<file path="config.mk">
export PLATFORM = sky130hd
export DESIGN_NAME = ltl_nfa_monitor_flat
export DESIGN_NICKNAME = d
export VERILOG_FILES = /design/src/rtl/ltl_nfa_monitor_pkg.sv /design/src/rtl/ltl_nfa_monitor_if.sv /design/src/rtl/ltl_nfa_monitor_report_fifo.sv /design/src/rtl/ltl_nfa_monitor.sv /design/src/flat_wrapper.sv
export SDC_FILE = /design/constraint.sdc
export NUM_CORES = 2
export LEC_CHECK = 0
export BUFFER_PORTS_ARGS = -buffer_cell sky130_fd_sc_hd__buf_2
export CAP_MARGIN = 20
export CORE_MARGIN = 2
export CORE_UTILIZATION = 50
export CTS_CLUSTER_SIZE = 14
export DETAILED_ROUTE_END_ITERATION = 10
export HOLD_SLACK_MARGIN = 0.06
export PLACE_DENSITY_LB_ADDON = 0.15
export RECOVER_POWER = 100
export SYNTH_ARGS = -nofsm -noshare
export SYNTH_HDL_FRONTEND = slang
export SYNTH_SLANG_ARGS = --single-unit
</file>
<file path="constraint.sdc">
create_clock -name clk -period 132.9 [get_ports clk]
set_input_delay 13.29 -clock clk [delete_from_list [all_inputs] [get_ports clk]]
set_output_delay 13.29 -clock clk [all_outputs]
set_load 0.05 [all_outputs]
</file>
<file path="src/rtl/ltl_nfa_monitor_pkg.sv">
// Shared definitions for the programmable LTL NFA monitor: config selectors,
// attribute bit positions and width helpers.
package ltl_mon_pkg;

    typedef enum logic [1:0] {
        CFG_TERM = 2'd0,
        CFG_EDGE = 2'd1,
        CFG_ATTR = 2'd2,
        CFG_RSVD = 2'd3
    } cfg_sel_e;

    localparam int unsigned ATTR_START  = 0;
    localparam int unsigned ATTR_ALLIN  = 1;
    localparam int unsigned ATTR_REPORT = 2;
    localparam int unsigned ATTR_W      = 3;

    function automatic int unsigned max_u(input int unsigned a, input int unsigned b);
        return (a > b) ? a : b;
    endfunction

endpackage

</file>
<file path="src/rtl/ltl_nfa_monitor_if.sv">
// Symbol input and report output handshakes of the NFA monitor.
interface ltl_nfa_monitor_if #(
    parameter int unsigned SYM_W    = 8,
    parameter int unsigned N_STATES = 16,
    parameter int unsigned CNT_W    = 32
);
    logic                      sym_valid;
    logic [SYM_W-1:0]          sym_data;
    logic                      sym_ready;
    logic                      rep_valid;
    logic                      rep_ready;
    logic [CNT_W+N_STATES-1:0] rep_data;

    modport master (
        output sym_valid, sym_data, rep_ready,
        input  sym_ready, rep_valid, rep_data
    );

    modport slave (
        input  sym_valid, sym_data, rep_ready,
        output sym_ready, rep_valid, rep_data
    );
endinterface

</file>
<file path="src/rtl/ltl_nfa_monitor_report_fifo.sv">
// Synchronous report FIFO with async reset and synchronous flush; rdata reads 0 when empty.
module ltl_report_fifo #(
    parameter int unsigned WIDTH = 48,
    parameter int unsigned DEPTH = 8,
    localparam int unsigned AW   = $clog2(DEPTH)
) (
    input  logic             clk,
    input  logic             reset,
    input  logic             flush,
    input  logic             push,
    input  logic [WIDTH-1:0] wdata,
    input  logic             pop,
    output logic [WIDTH-1:0] rdata,
    output logic             full,
    output logic             empty
);
    logic [WIDTH-1:0] mem [DEPTH];
    logic [AW:0]      wr_ptr, rd_ptr;
    logic             do_push, do_pop;

    assign empty   = (wr_ptr == rd_ptr);
    assign full    = (wr_ptr[AW] != rd_ptr[AW]) && (wr_ptr[AW-1:0] == rd_ptr[AW-1:0]);
    assign do_pop  = pop & ~empty;
    // A pop on the same edge frees the slot being written when full.
    assign do_push = push & (~full | do_pop);
    assign rdata   = empty ? '0 : mem[rd_ptr[AW-1:0]];

    always_ff @(posedge clk or posedge reset) begin
        if (reset) begin
            wr_ptr <= '0;
            rd_ptr <= '0;
        end else if (flush) begin
            wr_ptr <= '0;
            rd_ptr <= '0;
        end else begin
            if (do_push) wr_ptr <= wr_ptr + 1'b1;
            if (do_pop)  rd_ptr <= rd_ptr + 1'b1;
        end
    end

    always_ff @(posedge clk) begin
        if (do_push && !flush) mem[wr_ptr[AW-1:0]] <= wdata;
    end
endmodule

</file>
<file path="src/rtl/ltl_nfa_monitor.sv">
// Runtime-programmable NFA monitor: ternary-matched STEs with configurable edges,
// start/report attributes, sticky reports, symbol counter and report event FIFO.
module ltl_nfa_monitor
    import ltl_mon_pkg::*;
#(
    parameter int unsigned N_STATES      = 16,
    parameter int unsigned SYM_W         = 8,
    parameter int unsigned N_TERMS       = 4,
    parameter int unsigned FIFO_DEPTH    = 8,
    parameter int unsigned CNT_W         = 32,
    parameter bit          STALL_ON_FULL = 1'b1,
    localparam int unsigned ST_AW  = $clog2(N_STATES),
    localparam int unsigned TM_AW  = $clog2(N_TERMS),
    localparam int unsigned ADDR_W = 2 + ST_AW + TM_AW,
    localparam int unsigned CFG_W  = max_u(2*SYM_W + 1, N_STATES)
) (
    input  logic                clk,
    input  logic                reset,
    input  logic                soft_clear,
    input  logic                enable,
    input  logic                cfg_we,
    input  logic [ADDR_W-1:0]   cfg_addr,
    input  logic [CFG_W-1:0]    cfg_wdata,
    ltl_nfa_monitor_if.slave    bus,
    output logic [N_STATES-1:0] report_vec,
    output logic [N_STATES-1:0] sticky_report,
    output logic [CNT_W-1:0]    sym_count,
    output logic                rep_overflow
);
    typedef struct packed {
        logic             valid;
        logic [SYM_W-1:0] care;
        logic [SYM_W-1:0] value;
    } term_t;

    localparam int unsigned REP_W = CNT_W + N_STATES;

    term_t [N_STATES-1:0][N_TERMS-1:0] terms;
    logic  [N_STATES-1:0][N_STATES-1:0] pred;
    logic  [N_STATES-1:0][ATTR_W-1:0]   attr;

    cfg_sel_e          cfg_sel;
    logic [ST_AW-1:0]  cfg_state;
    logic [TM_AW-1:0]  cfg_term;
    logic              cfg_in_range;

    assign cfg_sel      = cfg_sel_e'(cfg_addr[ADDR_W-1 -: 2]);
    assign cfg_state    = cfg_addr[TM_AW +: ST_AW];
    assign cfg_term     = cfg_addr[TM_AW-1:0];
    assign cfg_in_range = (32'(cfg_state) < N_STATES) && (32'(cfg_term) < N_TERMS);

    always_ff @(posedge clk or posedge reset) begin
        if (reset) begin
            terms <= '0;
            pred  <= '0;
            attr  <= '0;
        end else if (cfg_we && cfg_in_range) begin
            case (cfg_sel)
                CFG_TERM: terms[cfg_state][cfg_term] <= term_t'(cfg_wdata[2*SYM_W:0]);
                CFG_EDGE: pred[cfg_state]             <= cfg_wdata[N_STATES-1:0];
                CFG_ATTR: attr[cfg_state]             <= cfg_wdata[ATTR_W-1:0];
                default: ;
            endcase
        end
    end

    logic                fifo_full, fifo_empty;
    logic                accept, push, pop, first_flag;
    logic [N_STATES-1:0] active, active_next, report_next;

    assign bus.sym_ready = enable & ~cfg_we & ~soft_clear & ~(STALL_ON_FULL & fifo_full);
    assign accept        = bus.sym_valid & bus.sym_ready;
    assign pop           = bus.rep_ready & ~fifo_empty;
    assign bus.rep_valid = ~fifo_empty;
    assign push          = accept & (|report_next);

    for (genvar s = 0; s < N_STATES; s++) begin : g_ste
        logic hit, en;
        always_comb begin
            hit = 1'b0;
            for (int unsigned t = 0; t < N_TERMS; t++)
                hit |= terms[s][t].valid &
                       (((bus.sym_data ^ terms[s][t].value) & terms[s][t].care) == '0);
        end
        assign en = (attr[s][ATTR_START] & first_flag) | attr[s][ATTR_ALLIN] | (|(active & pred[s]));
        assign active_next[s] = en & hit;
        assign report_next[s] = active_next[s] & attr[s][ATTR_REPORT];
    end

    always_ff @(posedge clk or posedge reset) begin
        if (reset) begin
            active        <= '0;
            report_vec    <= '0;
            sticky_report <= '0;
            sym_count     <= '0;
            first_flag    <= 1'b1;
            rep_overflow  <= 1'b0;
        end else if (soft_clear) begin
            active        <= '0;
            report_vec    <= '0;
            sticky_report <= '0;
            sym_count     <= '0;
            first_flag    <= 1'b1;
            rep_overflow  <= 1'b0;
        end else begin
            if (accept) begin
                active        <= active_next;
                report_vec    <= report_next;
                sticky_report <= sticky_report | report_next;
                sym_count     <= sym_count + CNT_W'(1);
                first_flag    <= 1'b0;
            end
            // Only reachable in drop mode: stall mode never accepts while full.
            if (push && fifo_full && !pop) rep_overflow <= 1'b1;
        end
    end

    ltl_report_fifo #(
        .WIDTH (REP_W),
        .DEPTH (FIFO_DEPTH)
    ) u_fifo (
        .clk   (clk),
        .reset (reset),
        .flush (soft_clear),
        .push  (push),
        .wdata ({sym_count, report_next}),
        .pop   (pop),
        .rdata (bus.rep_data),
        .full  (fifo_full),
        .empty (fifo_empty)
    );
endmodule

</file>
<file path="src/flat_wrapper.sv">
// flat-port wrapper written by rule: the top's interface ports become plain ports
module ltl_nfa_monitor_flat import ltl_mon_pkg::*;
#(
    parameter int unsigned N_STATES      = 16,
    parameter int unsigned SYM_W         = 8,
    parameter int unsigned N_TERMS       = 4,
    parameter int unsigned FIFO_DEPTH    = 8,
    parameter int unsigned CNT_W         = 32,
    parameter bit          STALL_ON_FULL = 1'b1,
    localparam int unsigned ST_AW  = $clog2(N_STATES),
    localparam int unsigned TM_AW  = $clog2(N_TERMS),
    localparam int unsigned ADDR_W = 2 + ST_AW + TM_AW,
    localparam int unsigned CFG_W  = max_u(2*SYM_W + 1, N_STATES)
)
  (clk, reset, soft_clear, enable, cfg_we, cfg_addr, cfg_wdata, report_vec, sticky_report, sym_count, rep_overflow, bus_sym_valid, bus_sym_data, bus_rep_ready, bus_sym_ready, bus_rep_valid, bus_rep_data);
  ltl_nfa_monitor_if #(.SYM_W(SYM_W), .N_STATES(N_STATES), .CNT_W(CNT_W)) bus_i ();
  input  logic clk;
  input  logic reset;
  input  logic soft_clear;
  input  logic enable;
  input  logic cfg_we;
  input  logic [ADDR_W-1:0] cfg_addr;
  input  logic [CFG_W-1:0] cfg_wdata;
  output logic [N_STATES-1:0] report_vec;
  output logic [N_STATES-1:0] sticky_report;
  output logic [CNT_W-1:0] sym_count;
  output logic rep_overflow;
  input wire logic [$bits(bus_i.sym_valid)-1:0] bus_sym_valid;
  input wire logic [$bits(bus_i.sym_data)-1:0] bus_sym_data;
  input wire logic [$bits(bus_i.rep_ready)-1:0] bus_rep_ready;
  output wire logic [$bits(bus_i.sym_ready)-1:0] bus_sym_ready;
  output wire logic [$bits(bus_i.rep_valid)-1:0] bus_rep_valid;
  output wire logic [$bits(bus_i.rep_data)-1:0] bus_rep_data;
  assign bus_i.sym_valid = bus_sym_valid;
  assign bus_i.sym_data = bus_sym_data;
  assign bus_i.rep_ready = bus_rep_ready;
  assign bus_sym_ready = bus_i.sym_ready;
  assign bus_rep_valid = bus_i.rep_valid;
  assign bus_rep_data = bus_i.rep_data;
  ltl_nfa_monitor #(.N_STATES(N_STATES), .SYM_W(SYM_W), .N_TERMS(N_TERMS), .FIFO_DEPTH(FIFO_DEPTH), .CNT_W(CNT_W), .STALL_ON_FULL(STALL_ON_FULL)) u_core (.clk(clk), .reset(reset), .soft_clear(soft_clear), .enable(enable), .cfg_we(cfg_we), .cfg_addr(cfg_addr), .cfg_wdata(cfg_wdata), .bus(bus_i), .report_vec(report_vec), .sticky_report(sticky_report), .sym_count(sym_count), .rep_overflow(rep_overflow));
endmodule
</file>
After elaboration in Yosys (flattened, before gate mapping)

Memories as Yosys holds them, arrays and structs flattened.
Index checks and enable logic that the tools add are counted.

Bitwise operators: 350
Equality and inequality tests: 5
$lt $le $gt $ge: 4
Reductions and logical operators: 97
Mux-type cells: 30
Add/subtract/negate cells: 3

Operators with widths:

| cell                    | number |
|---|---|
| $bwmux W1088            | 1 |
| $and A8 B8 Y8           | 64 |
| $logic_not A8 Y1        | 64 |
| $xor A8 B8 Y8           | 64 |
| $demux W68 S4           | 1 |
| $reduce_or A16 Y1       | 17 |
| $and A16 B16 Y16        | 16 |
| $bwmux W256             | 1 |
| $and A1 B1 Y1           | 120 |
| $mux W16                | 7 |
| $or A1 B1 Y1            | 81 |
| $mux W68                | 1 |
| $demux W16 S4           | 1 |
| $mux W32                | 2 |
| $bwmux W48              | 1 |
| $mux W48                | 1 |
| $demux W17 S2           | 1 |
| $add A32 B1 Y32 const B | 1 |
| $mux W17                | 1 |
| $mux W4                 | 4 |
| $or A16 B16 Y16         | 1 |
| $demux W3 S4            | 1 |
| $add A4 B1 Y4 const B   | 2 |
| $reduce_bool A2 Y1      | 4 |
| 16 further kinds        | 32 |

Bits in writable memories: 384
Word-level logic and storage cells: 722
Flip-flop bits (word level): 1482
Input bits: 40
Memories: 1

Memories:

| memory            | words | bits a word | rd ports | clocked after Yosys merged registers in | write ports | line                              | text |
|---|---|---|---|---|---|---|---|
| u_core.u_fifo.mem | 8     | 48          | 1        | 0                                       | 1           | ltl_nfa_monitor_report_fifo.sv:17 | `logic [WIDTH-1:0] mem [DEPTH];` |

Depth between registers and ports, before layout

Depth after elaboration: 15
Mapped depth: 11

Cells and area by module

Synthesis repeated with hierarchy kept, for this count alone.

Cells, all modules: 5409
Area total of the unflattened synthesis: 80408.4 um^2

By module, submodules not included:

| module          | sequential area each (um^2) | area each (um^2) | instances | cells each |
|---|---|---|---|---|
| ltl_nfa_monitor | 36886.6                     | 65253.8          | 1         | 4717 |
| ltl_report_fifo | 11731.3                     | 15154.5          | 1         | 692 |

Worst setup path after synthesis

OpenSTA, ideal clock, no wires.

Path type: in2out
Start: in cfg_we
End: out bus_sym_ready
Setup slack: 105374 ps
Data arrival time: 14236 ps
Stages: 2
Required time: 119610 ps
Path through: or3b_1 a41oi_2

Word-level cells in the longest chain between the ends: 4

Ends and longest elaborated chain:

| item                        | line                  | text |
|---|---|---|
| from (decl)                 | flat_wrapper.sv:21    | `input logic cfg_we;` |
| $not A1 Y1                  | ltl_nfa_monitor.sv:71 | `assign bus.sym_ready = enable & ~cfg_we & ~soft_clear & ~(STALL_ON_FULL & fifo_full);` |
| $and A1 B1 Y1 (3 in series) | ltl_nfa_monitor.sv:71 |  |
| to (decl)                   | flat_wrapper.sv:31    | `output wire logic [$bits(bus_i.sym_ready)-1:0] bus_sym_ready;` |

Every way passes these cells.

==> results.json <==
{
  "status": "complete, but fails checks",
  "violations": "capacitance limit, slew limit",
  "post-place-ws_ns": 105.25,
  "postCtsSetupBuffers": 0,
  "start_util_pct": 50.4,
  "yosys.area_share.adder_pct": 0.0470,
  "ios": 155,
  "nNetsFinal": 5434,
  "synth-compound-area-share_pct": 4.23,
  "final_cell_mix": "1479 x dfrtp_1, 1392 x mux2_2, 528 x xor2_1, 384 x edfxtp_1, 237 x clkbuf_1",
  "die_h_um": 404,
  "path_class": "in -> async",
  "setup_viol": 0,
  "finalSetupTns_ns": 0,
  "cts_tree": "yes",
  "first_iter_violations": 3647,
  "rsz0062_at_grt": "no",
  "crit_required_ns": 132.86,
  "grt_max_degree": 163,
  "die_area_um2": 163000,
  "setup_ws_ns": 104.10,
  "ff_latch_area_um2": 48600,
  "grt_pass1_wl_mm": 311,
  "fp.dieW_um": 404,
  "slew_viol_final": 2283,
  "cellPowerDensity_nw_per_um2": 14.1,
  "cts_buffers": 192,
  "critPathBufInv": 5,
  "cts_sinks": 1866,
  "cp_max_fo": 162,
  "drive_gt1_share_pct": 33.6,
  "grt_antenna_before_repair": 6,
  "viasPerCell": 6.01,
  "clockBufferDepth": 3,
  "critical-path-slowest-cell": "clkbuf_1",
  "ys_seq_elements": 1866,
  "cp-start-kind": "input pin",
  "vdd_drop_max_v": 0.0000135,
  "antenna_left": 0,
  "drc": 0,
  "muxShareOfSynthArea_pct": 23.0,
  "drt_first_pass_iters": 6,
  "multiInputGateArea_um2": 29300,
  "htreeDepth": 4,
  "yosysWarnings": 0,
  "synthCells": 5326,
  "maxSlewHeadroom_pct": -461,
  "hold_buffers": 0,
  "final_common_cell": "dfrtp_1",
  "min_period_over_period_pct": 21.7,
  "hpwl_mm": 112,
  "overflow": 0,
  "hold_viol": 0,
  "routed_wl_mm": 209,
  "synthToLayoutAreaGrowth_pct": 10.3,
  "crit_path_max_incr_delay_ns": 6.01,
  "grt_pass1_vias": 46700,
  "cts_resized": 0,
  "io_buffers": 154,
  "cp_cell_sequence": "buf_2, clkinvlp_2, clkbuf_1, clkbuf_1, clkbuf_1",
  "synth_top_area_share_pct": 46.4,
  "synth_cell_types": 51,
  "yosys.area.top_type": "dfrtp_1",
  "netlist_area_um2": 79800,
  "n_fill_cell": 12900,
  "detail_route.wl_per_cell_um": 27.4,
  "path_delay_family": "buffers and inverters",
  "synth_nets": 5369,
  "finalClockSkew_ns": 0.0362,
  "synth_top_family_by_area": "multiplexers",
  "yosys.area_share.simple_pct": 3.54,
  "drv_cap": 43,
  "ys_top_cells_by_area": "dfrtp_1 46%, mux2_2 20%, edfxtp_1 14%, xor2_1 5.8%, mux4_2 2.7%",
  "min_period_ns": 28.80,
  "fmax_mhz": 34.7,
  "worstMarginPinSlew_ns": 8.41,
  "coreArea_um2": 158000,
  "synth_xor_area_share_pct": 5.96,
  "clk_pin_slew_ns": 0.06,
  "synth-seq-area-share_pct": 60.9,
  "leakage_nw": 41.0,
  "critPathCaptureType": "async pin",
  "min_path_type": "reg -> reg",
  "avgSynthCellArea_um2": 15.0,
  "num_vias": 45800,
  "fp-row-count": 146,
  "gp_congestion": 0.788,
  "cpMostUsedCell": "clkbuf_1",
  "cts_root_buffer": "clkbuf_16",
  "clk_latency_ns": 0.82,
  "arrival_ns": 28.76,
  "grt_usage_pct": 25.6
}
[routing by layer]
| layer | up-vias | wire length [um] | GRT usage (%) |
|---|---|---|---|
| met4 | 0 | 3990 | 5.66 |
| li1 | 19600 | - | - |
| met5 | - | 0 | 0 |
| met3 | 265 | 10100 | 3.65 |
| met2 | 1065 | 96700 | 39.7 |
| met1 | 24900 | 98100 | 38.5 |
[power by group]
part | total, mW | switching, mW | internal, mW | leakage, nW
Sequential | 0.627 | 0.0160 | 0.611 | 24.5
Combinational | 0.0873 | 0.0524 | 0.0350 | 13.5
Clock | 0.529 | 0.227 | 0.302 | 3.04
Total | 1.24 | 0.295 | 0.948 | 41.0
[worst paths after layout]
check | start | slack [ns] | cells past startpoint | endpoint
min reg2reg | u_core.report_vec[4] | 0.48 | 2 | u_core.report_vec[4]
min | u_core.report_vec[4] | 0.48 | 2 | u_core.report_vec[4]
max in group clk | cfg_we | 104.89 | 4 | bus_sym_ready
min in group asynchronous | reset | 14.10 | 2 | u_core.terms[1016]
max | reset | 104.10 | 5 | u_core.pred[102]
max reg2reg | u_core.u_fifo.rd_ptr[1] | 125.29 | 10 | u_core.sym_count[26]
[synthesized netlist by cell type, drive strengths merged]
cell type / count
nand4: 87
and4b: 3
mux4: 96
nor2: 159
and4: 17
a22oi: 32
o21ai: 24
or3: 8
a221oi: 112
nand2: 186
nor2b: 15
and3: 26
clkbuf: 265
edfxtp: 384
nor3b: 1
o22ai: 8
mux2: 1395
and3b: 3
nor3: 9
ha: 3
a21oi: 25
nand3b: 12
buf: 124
nand3: 29
a41oi: 1
mux2i: 50
and2: 2
dfrtp: 1481
dfstp: 1
or3b: 2
nand2b: 5
a222oi: 64
inv: 12
and4bb: 2
xor2: 528
a22o: 137
nor4: 3
xnor2: 15
[worst register-to-register path, cell delays in order (launching register included)]
cell and delay [ns]:
dfrtp_1 1.61, xnor2_1 0.45, a41oi_1 0.37, and2_0 0.32
clkbuf_1 2.42, nand3_1 0.64, or3_1 0.61, nor2_1 0.38
nand2_1 0.20, o21ai_0 0.25, a21oi_1 0.10
[logic make-up after synthesis]
family | after synthesis
DFF | 1866
muxes | 1541
and+or+nand+nor | 569
xor gates and xnor gates | 543
AOI/OAI and AO/OA | 403
buffers and inverters | 401
adders and majority gates | 3
[area by class of cell]
class	count	area share [%]
multi-input combinational	3059	33.2
antenna	2	0.00568
clock inverter	47	0.580
sequential	1866	55.2
clock buffer	302	6.46
tap	2072	2.94
inverter	12	0.0526
timing repair buffer	260	1.51
[sequential cells by signal, summed over array words and instances, names as in the netlist]
signal and cells:
u_core.active 16, u_core.attr 48, u_core.first_flag 1, u_core.pred 256, u_core.rep_overflow 1, u_core.report_vec 16
u_core.sticky_report 16, u_core.sym_count 32, u_core.terms 1088, u_core.u_fifo.mem 384, u_core.u_fifo.rd_ptr 4, u_core.u_fifo.wr_ptr 4
[stage by stage]
step	cell area, um2	hold slack [ns]	total power, mW	util (%)	instances
floorplan	79800	0.478	0.697	-	5326
finish	88100	0.476	1.24	55.6	7620
detailed placement	82400	0.459	0.726	52.0	7267
CTS	88600	0.475	1.25	55.9	7616
global route	88100	0.497	1.29	55.6	7618
global placement	82300	0.456	0.723	52.0	7263
Note: power is estimated with default switching activity, not from simulation.
